### src/rtl/posit_acc_reducer_if.sv
// rtl/posit_acc_reducer_if.sv - operand stream, adder port and sum output of the posit reducer
// slave is the reducer side; master is the feeder/adder/consumer side.
interface posit_acc_reducer_if #(
   parameter int N = 32
);
   logic [N-1:0] in_data;
   logic         in_valid;
   logic         in_last;
   logic         in_ready;
   logic [N-1:0] add_in1;
   logic [N-1:0] add_in2;
   logic         add_start;
   logic [N-1:0] add_result;
   logic [N-1:0] sum_out;
   logic         sum_valid;

   modport master (
      output in_data, in_valid, in_last, add_result,
      input  in_ready, add_in1, add_in2, add_start, sum_out, sum_valid
   );

   modport slave (
      input  in_data, in_valid, in_last, add_result,
      output in_ready, add_in1, add_in2, add_start, sum_out, sum_valid
   );
endinterface

### src/rtl/posit_acc_reducer.sv
// rtl/posit_acc_reducer.sv - reduces a posit burst to one sum through an external pipelined adder
// Operands and returning sums share one FIFO pool; pairs are always taken oldest-first.
module posit_acc_reducer #(
   parameter int N       = 32,
   parameter int ES      = 3,
   parameter int LATENCY = 4,
   parameter int DEPTH   = 4
) (
   input logic                clk,
   input logic                rst_n,
   posit_acc_reducer_if.slave bus
);
   localparam int CW = $clog2(DEPTH + 1);

   if (DEPTH < 3 || ES < 0 || LATENCY < 1) begin : g_param_check
      $error("posit_acc_reducer: DEPTH must be >= 3, ES >= 0, LATENCY >= 1");
   end

   typedef enum logic {ACCUM, DRAIN} state_t;

   state_t           state, state_nxt;
   logic [N-1:0]     pool     [DEPTH];
   logic [N-1:0]     pool_nxt [DEPTH];
   logic [CW-1:0]    count, count_nxt, fill;
   logic [LATENCY-1:0] pipe;
   logic             last_seen, last_seen_nxt;
   logic             issue, push_res, push_in, finish, in_ready;
   logic             start_q, sum_valid_q;
   logic [N-1:0]     in1_q, in2_q, sum_q;

   assign bus.in_ready  = in_ready;
   assign bus.add_in1   = in1_q;
   assign bus.add_in2   = in2_q;
   assign bus.add_start = start_q;
   assign bus.sum_out   = sum_q;
   assign bus.sum_valid = sum_valid_q;

   always_comb begin
      state_nxt     = state;
      last_seen_nxt = last_seen;
      in_ready      = (state == ACCUM);
      push_in       = bus.in_valid && in_ready;
      push_res      = pipe[LATENCY-1];
      issue         = (count >= CW'(2));
      finish        = (state == DRAIN) && last_seen && (count == CW'(1)) &&
                      !push_res && (pipe == '0) && !start_q;

      for (int i = 0; i < DEPTH; i++) pool_nxt[i] = pool[i];
      fill = count;
      if (issue) begin
         for (int i = 0; i < DEPTH - 2; i++) pool_nxt[i] = pool[i + 2];
         pool_nxt[DEPTH-2] = '0;
         pool_nxt[DEPTH-1] = '0;
         fill = count - CW'(2);
      end
      // Result lands ahead of the new beat so FIFO order follows arrival at the pool.
      if (push_res) begin
         for (int i = 0; i < DEPTH; i++)
            if (CW'(i) == fill) pool_nxt[i] = bus.add_result;
         fill = fill + CW'(1);
      end
      if (push_in) begin
         for (int i = 0; i < DEPTH; i++)
            if (CW'(i) == fill) pool_nxt[i] = bus.in_data;
         fill = fill + CW'(1);
         if (bus.in_last) begin
            last_seen_nxt = 1'b1;
            state_nxt     = DRAIN;
         end
      end
      count_nxt = fill;

      if (finish) begin
         for (int i = 0; i < DEPTH; i++) pool_nxt[i] = '0;
         count_nxt     = '0;
         last_seen_nxt = 1'b0;
         state_nxt     = ACCUM;
      end
   end

   always_ff @(posedge clk) begin
      if (!rst_n) begin
         state       <= ACCUM;
         count       <= '0;
         pipe        <= '0;
         last_seen   <= 1'b0;
         start_q     <= 1'b0;
         in1_q       <= '0;
         in2_q       <= '0;
         sum_q       <= '0;
         sum_valid_q <= 1'b0;
         for (int i = 0; i < DEPTH; i++) pool[i] <= '0;
      end else begin
         assert (count_nxt <= CW'(3));
         state       <= state_nxt;
         count       <= count_nxt;
         last_seen   <= last_seen_nxt;
         pipe        <= (pipe << 1) | LATENCY'(start_q);
         start_q     <= issue;
         sum_valid_q <= finish;
         for (int i = 0; i < DEPTH; i++) pool[i] <= pool_nxt[i];
         if (issue) begin
            in1_q <= pool[0];
            in2_q <= pool[1];
         end
         if (finish) sum_q <= pool[0];
      end
   end
endmodule

### src/flat_wrapper.sv
// flat-port wrapper written by rule: the top's interface ports become plain ports
module posit_acc_reducer_flat 
#(
   parameter int N       = 32,
   parameter int ES      = 3,
   parameter int LATENCY = 4,
   parameter int DEPTH   = 4
)
  (clk, rst_n, bus_in_data, bus_in_valid, bus_in_last, bus_add_result, bus_in_ready, bus_add_in1, bus_add_in2, bus_add_start, bus_sum_out, bus_sum_valid);
  posit_acc_reducer_if #(.N(N)) bus_i ();
  input logic clk;
  input logic rst_n;
  input wire logic [$bits(bus_i.in_data)-1:0] bus_in_data;
  input wire logic [$bits(bus_i.in_valid)-1:0] bus_in_valid;
  input wire logic [$bits(bus_i.in_last)-1:0] bus_in_last;
  input wire logic [$bits(bus_i.add_result)-1:0] bus_add_result;
  output wire logic [$bits(bus_i.in_ready)-1:0] bus_in_ready;
  output wire logic [$bits(bus_i.add_in1)-1:0] bus_add_in1;
  output wire logic [$bits(bus_i.add_in2)-1:0] bus_add_in2;
  output wire logic [$bits(bus_i.add_start)-1:0] bus_add_start;
  output wire logic [$bits(bus_i.sum_out)-1:0] bus_sum_out;
  output wire logic [$bits(bus_i.sum_valid)-1:0] bus_sum_valid;
  assign bus_i.in_data = bus_in_data;
  assign bus_i.in_valid = bus_in_valid;
  assign bus_i.in_last = bus_in_last;
  assign bus_i.add_result = bus_add_result;
  assign bus_in_ready = bus_i.in_ready;
  assign bus_add_in1 = bus_i.add_in1;
  assign bus_add_in2 = bus_i.add_in2;
  assign bus_add_start = bus_i.add_start;
  assign bus_sum_out = bus_i.sum_out;
  assign bus_sum_valid = bus_i.sum_valid;
  posit_acc_reducer #(.N(N), .ES(ES), .LATENCY(LATENCY), .DEPTH(DEPTH)) u_core (.clk(clk), .rst_n(rst_n), .bus(bus_i));
endmodule
### config.mk
export PLATFORM = sky130hd
export DESIGN_NAME = posit_acc_reducer_flat
export DESIGN_NICKNAME = d
export VERILOG_FILES = /design/src/rtl/posit_acc_reducer_if.sv /design/src/rtl/posit_acc_reducer.sv /design/src/flat_wrapper.sv
export SDC_FILE = /design/constraint.sdc
export NUM_CORES = 1
export LEC_CHECK = 0
export CORE_ASPECT_RATIO = 0.5
export CORE_MARGIN = 8
export CORE_UTILIZATION = 31
export CTS_CLUSTER_SIZE = 28
export DETAILED_ROUTE_END_ITERATION = 7
export PLACE_DENSITY = 0.5
export RECOVER_POWER = 25
export REMOVE_ABC_BUFFERS = 1
export SYNTH_ARGS = -nofsm -noshare
export SYNTH_HDL_FRONTEND = slang
export SYNTH_SLANG_ARGS = --single-unit
### constraint.sdc
create_clock -name clk -period 5.6 [get_ports clk]
set_clock_uncertainty 0.05 [all_clocks]
set_input_delay 0.56 -clock clk [delete_from_list [all_inputs] [get_ports clk]]
set_output_delay 0.56 -clock clk [all_outputs]
set_load 0.005 [all_outputs]
==> run summary, run 1 <==
CTS tree: built
Status: finished with violations
PnR worst setup slack: 1.526 ns
DRC Markers: 0
Synthesized area: 0.009945 mm^2
First-pass GRT wire length: 53.87 mm
Routed vias: 9,245
RSZ-0062 raised after global routing: no
Fin crit share: 72.75%
Worst-path clk slew: 0.06 ns
CP Data Arrival Time: 4.49 ns
Hold_ws: 0.4020 ns
WHS Path Cells: 1
HP Class: reg2reg
Initial antenna violation count: 2
Worst setup EP type: flop
HPWL Detailed: 20.27 mm
WL/cell: 19.95 um
Clock Sinks: 234
R2r setup slk: 2.33 ns
Clk buf depth: 3
Hold Violations, Final: 0
TNS Setup: 0 ns
Period minus WS final: 4.074 ns
Syn. warnings: 0
HP Start: u_core.pipe[2]
FF-to-FF End: u_core.pool[3][16]
Post-CTS resize count: 0
Fmax: 245.5 MHz
Clock root buffer: clkbuf_16
Max_cap viols: 1
Die area: 0.03841 mm^2
Worst r2r path cells: 9
Worst slew pin tran: 3.174 ns
Pins Over Slew Limit: 72
Sequential-to-total area share from yosys stat: 47.11%
Hold buffers post-CTS: 0
Distinct cells, synth: 36
Seq cells post-synth: 234
Die Width: 269.3 um
Port Buffers: 166
Height of the die: 142.6 um
Largest net degree at the start of global routing: 87
Pleak: 0.004660 uW
Layout cells sized above 1: 10.58%
I/O Pins: 167
Inserted Clock Buffers: 24
WL final: 34.49 mm
Post-CTS Setup Inserts: 0
Final core utilization: 40.28%
Top FF cell, synth: dfxtp_1
First-iteration detailed-routing DRC count: 832
Failing checks: capacitance limit, slew limit
Worst r2r src: u_core.count[2]
Final RePlAce weighted congestion: 0.7549
Area growth, synth to finish: 28.23%
Synth async-reset ratio: 0%
Worst rel slew slack: -111.6%
CP max FO: 71
Initial Util: 31.42%
Total Routing Usage GR: 17.22%
CP required: 6.01 ns
GRT Residual Overflow: 0
Syn avg cell area: 8.406 um^2
Hold Crit Endpoint: u_core.pipe[3]
H-tree depth: 1
Final setup violation count: 0
VDD IR max: 194.4 uV
Post-DRT Antenna Nets: 0
Clock Latency Late Sink: 0.53 ns
Vias in the first global route: 9,271
FP Rows: 46
Power per cell area: 301.6 mW/mm^2
CP Launch Type: input port
Nets@finish: 1,352
Post-Syn Instances: 1,183
Vias/cell: 5.347
Core area: 0.03166 mm^2
EDFF count, synth: 0
FILL cells: 3,176
Pre-CTS setup slack: 2.378 ns
DR pass1 iterations: 6
Crit path kind: in2reg
metal layers:
layer | share of wire, % | GRT usage (%)
met5 | 0 | 0
met4 | 1.8 | 4.739
met3 | 4.9 | 2.671
met2 | 49 | 29.76
met1 | 45 | 22.33
cell type report:
| cell class | instances | area [um^2] | share of cell area (%) |
|---|---|---|---|
| clock inverter | 5 | 50.05 | 0.3925 |
| multi-input combinational | 833 | 4927 | 38.64 |
| antenna | 2 | 5.005 | 0.03925 |
| tap | 432 | 540.5 | 4.239 |
| timing repair buffer | 181 | 1765 | 13.84 |
| sequential | 234 | 4684 | 36.73 |
| inverter | 3 | 11.26 | 0.08830 |
| clock buffer | 39 | 768.2 | 6.024 |
registers in the layout, indices dropped and copies added (netlist names):
register / count
u_core.bus.sum_valid: 1
u_core.bus.sum_out: 32
u_core.state: 1
u_core.count: 3
u_core.pool: 128
u_core.bus.add_start: 1
u_core.bus.add_in2: 32
u_core.pipe: 4
u_core.bus.add_in1: 32
placed cells by master (no fill, tap or decap), types with 2 or more instances in the layout:
cell	count
buf_4	14
ha_1	6
nor2_4	2
a22o_1	32
inv_1	3
nand3_2	3
clkbuf_8	9
clkbuf_1	6
nor3_1	35
a21boi_0	64
dlygate4sd3_1	64
or2_2	64
and2_2	2
diode_2	2
xnor2_1	2
nand2_1	290
and2_1	3
a222oi_1	32
nor2b_1	2
nor2_1	69
nor3b_2	2
a311oi_1	32
dfxtp_1	234
clkdlybuf4s50_1	101
a32o_1	64
clkbuf_16	25
nor2b_4	2
clkinv_2	4
o22ai_1	2
nand3_1	97
a21oi_1	2
a21oi_4	2
and2_0	2
nand2b_1	5
stage by stage:
stage	total power [uW]	cells	area [um^2]
3_3_place_gp	2217	1683	11930
6_report	3847	1729	12750
3_5_place_dp	2224	1683	11930
5_1_grt	4008	1729	12750
4_1_cts	3895	1727	12750
2_1_floorplan	1991	1070	9517
power by group:
part           internal, uW  switching (uW)
registers              1720            40.4
logic                   149             276
clock network           981             680
cell families (layout without fill, tap and decap cells):
kind of cell / after synthesis / in the layout / share of synthesized area [%]
and+or+nand+nor: 587 / 587 / 26.21
other: 0 / 2 / 0
xor gates and xnor gates: 2 / 2 / 0.1762
buffers and inverters: 116 / 228 / 4.416
adders and majority gates: 7 / 7 / 0.8807
AOI/OAI and AO/OA: 237 / 237 / 21.21
DFF: 234 / 234 / 47.11
worst max-delay path by stage:
stage	from	endpoint	slack, ns	cells after the start
after global routing	rst_n	u_core.bus.sum_out[27]	1.11	4
final	rst_n	u_core.bus.sum_out[15]	1.53	4
after CTS	u_core.count[2]	u_core.pool[3][30]	2.37	9
after floorplan	u_core.count[1]	u_core.pool[0][0]	-0.32	4
after detailed placement	u_core.count[2]	u_core.pool[3][30]	2.38	9
after global placement	u_core.count[2]	u_core.pool[3][16]	2.53	9
worst max-delay path, stage by stage:
cell and delay, ns:
buf_2 0.15, clkbuf_1 2.25, nor2b_4 1.20, a22o_1 0.27
cells in the mapped netlist (4+ instances only):
library cell    n  area share, %
nand3_1       100            5.0
dfxtp_1       234             47
a222oi_1       32            3.2
nand2b_1        5           0.31
a21boi_0       64            4.8
a32o_1         64            6.4
a311oi_1       32            2.8
nor3_1         35            1.8
a21oi_1         4           0.20
and2_1          7           0.44
clkbuf_1      110            4.2
ha_1            7           0.88
nor2b_1         4           0.25
a22o_1         32            2.8
nand2_1       291             11
or2_2          64            4.0
nor2_1         71            2.7
No activity file was read; power rests on OpenSTA's default activity.
==> run 2: changes to the inputs <==
==> constraint.sdc (replaced) <==
create_clock -name clk -period 4.1 [get_ports clk]
set_clock_uncertainty 0.05 [all_clocks]
set_input_delay 0.41 -clock clk [delete_from_list [all_inputs] [get_ports clk]]
set_output_delay 0.41 -clock clk [all_outputs]
set_load 0.005 [all_outputs]
==> run 2 against run 1 <==
Against the previous run:
- the run ends with DRC, capacitance limit, slew limit left
- final cell count about the same
- die area did not move
- non-clock buffer count is 5 higher
- critical endpoint is now u_core.pool[1][25]
==> run summary, run 2 (same netlist as run 1, synthesis figures left out) <==
Status: finished with violations
Failing checks: DRC, capacitance limit, slew limit
Clk buf depth: 3
Vias in the first global route: 9,106
Clock root buffer: clkbuf_16
Final core utilization: 40.50%
CP Launch Type: flop
Total Routing Usage GR: 17.07%
Int Pwr: 4019 uW
Worst-path clk slew: 0.06 ns
Hold Violations, Final: 0
DRC Markers: 4
First-pass GRT wire length: 53.45 mm
Switching pwr: 1370 uW
Inserted Clock Buffers: 24
VDD IR max: 244.0 uV
Routed vias: 9,237
Largest net degree at the start of global routing: 84
Pleak: 0.004691 uW
Power per cell area: 420.4 mW/mm^2
HPWL Detailed: 21.33 mm
WL/cell: 20.03 um
Layout cells sized above 1: 10.79%
Post-DRT Antenna Nets: 0
Nets@finish: 1,357
Combinational share of power: 10.8%
Hold buffers post-CTS: 0
HP Class: reg2reg
Clock Latency Late Sink: 0.53 ns
Period minus WS final: 3.334 ns
CP max FO: 68
Worst slew pin tran: 1.572 ns
Max_cap viols: 1
Post-CTS resize count: 0
Final RePlAce weighted congestion: 0.7769
Vias/cell: 5.339
I/O Pins: 167
Sw frac: 25.42%
Final setup violation count: 0
Initial Util: 31.42%
Worst setup EP type: flop
Post-CTS Setup Inserts: 0
Pre-CTS setup slack: 1.043 ns
First-iteration detailed-routing DRC count: 845
H-tree depth: 1
Fmax: 299.9 MHz
Most common cell after layout, fill and taps aside: nand2_1
Initial antenna violation count: 1
DR pass1 iterations: 8
Commonest cells after routing, fill and taps aside: nand2_1 (290), dfxtp_1 (234), clkdlybuf4s50_1 (103)
Core area: 0.03166 mm^2
GRT Residual Overflow: 0
CP Data Arrival Time: 3.75 ns
CTS tree: built
Max reg flops: 128
Clk pwr share: 44.6%
Fin crit share: 81.32%
Crit path kind: reg2reg
PnR worst setup slack: 0.7657 ns
Pins Over Slew Limit: 64
Area growth, synth to finish: 28.93%
Die Width: 269.3 um
FP Rows: 46
CP required: 4.52 ns
Placed Cells: 1,688
RSZ-0062 raised after global routing: no
WL final: 34.66 mm
Biggest register: u_core.pool
Port Buffers: 166
Sequential power share: 44.6%
Height of the die: 142.6 um
Final Instance Count excl. Fillers: 1,730
Clock Sinks: 234
Die area: 0.03841 mm^2
Worst rel slew slack: -4.788%
[run 2: cell count changes in the layout (fill, tap and decap cells not counted), sizes merged]
cell,before,now
diode,2,1
clkdlybuf4s50,101,103
clkbuf,40,36
clkinv,4,3
dlygate4sd3,64,62
bufinv,1,4
buf,15,19
[run 2: layer usage]
metal / GRT usage, % / wire length (um) / up-vias
met1: 22.54 / 15600 / 4540
met2: 29.25 / 16780 / 257
met5: 0 / 0 / -
met4: 4.401 / 660 / 0
li1: - / - / 4399
met3: 2.454 / 1616 / 41
[run 2: metrics by stage]
| step | total power (uW) | setup TNS [ns] | hold WS, ns | instance area [um^2] |
|---|---|---|---|---|
| final | 5390 | 0 | 0.4050 | 12820 |
| after global routing | 5605 | 0 | 0.4149 | 12820 |
| after CTS | 5449 | 0 | 0.3980 | 12820 |
| after detailed placement | 3044 | 0 | 0.3895 | 11970 |
| after global placement | 3035 | 0 | 0.3830 | 11970 |
| after floorplan | 2719 | -287.76 | 0.3704 | 9517 |
[run 2: final cells by class]
type                            instances  area (um^2)
Antenna cell                            1        2.502
Multi-Input combinational cell        833         4925
Fill cell                            3146        18830
Sequential cell                       234         4684
Inverter                                3        11.26
Clock inverter                          7        135.1
Tap cell                              432        540.5
Clock buffer                           34        719.4
Timing Repair Buffer                  186         1803
[run 2: power by group through the flow]
stage          Clock, uW  Sequential (uW)  Combinational, uW
5_1_grt             2560             2410                631
6_report            2400             2410                581
2_1_floorplan          0             2440                279
3_3_place_gp           0             2460                579
3_5_place_dp           0             2460                587
4_1_cts             2450             2410                589
[run 2: worst paths after layout]
path,slack (ns),depth (start not counted),endpoint,start
hold reg to reg,0.41,1,u_core.pipe[3],u_core.pipe[2]
setup reg to reg,0.77,6,u_core.pool[1][25],u_core.count[1]
setup / recovery,0.77,6,u_core.pool[1][25],u_core.count[1]
hold / removal,0.41,1,u_core.pipe[3],u_core.pipe[2]
[run 2: critical path: stages, from the launching register on]
cell	delay, ns
dfxtp_1	0.44
or2_0	0.29
clkbuf_2	1.20
buf_4	0.82
nand2_1	0.12
nand3_1	0.11
a32o_1	0.20
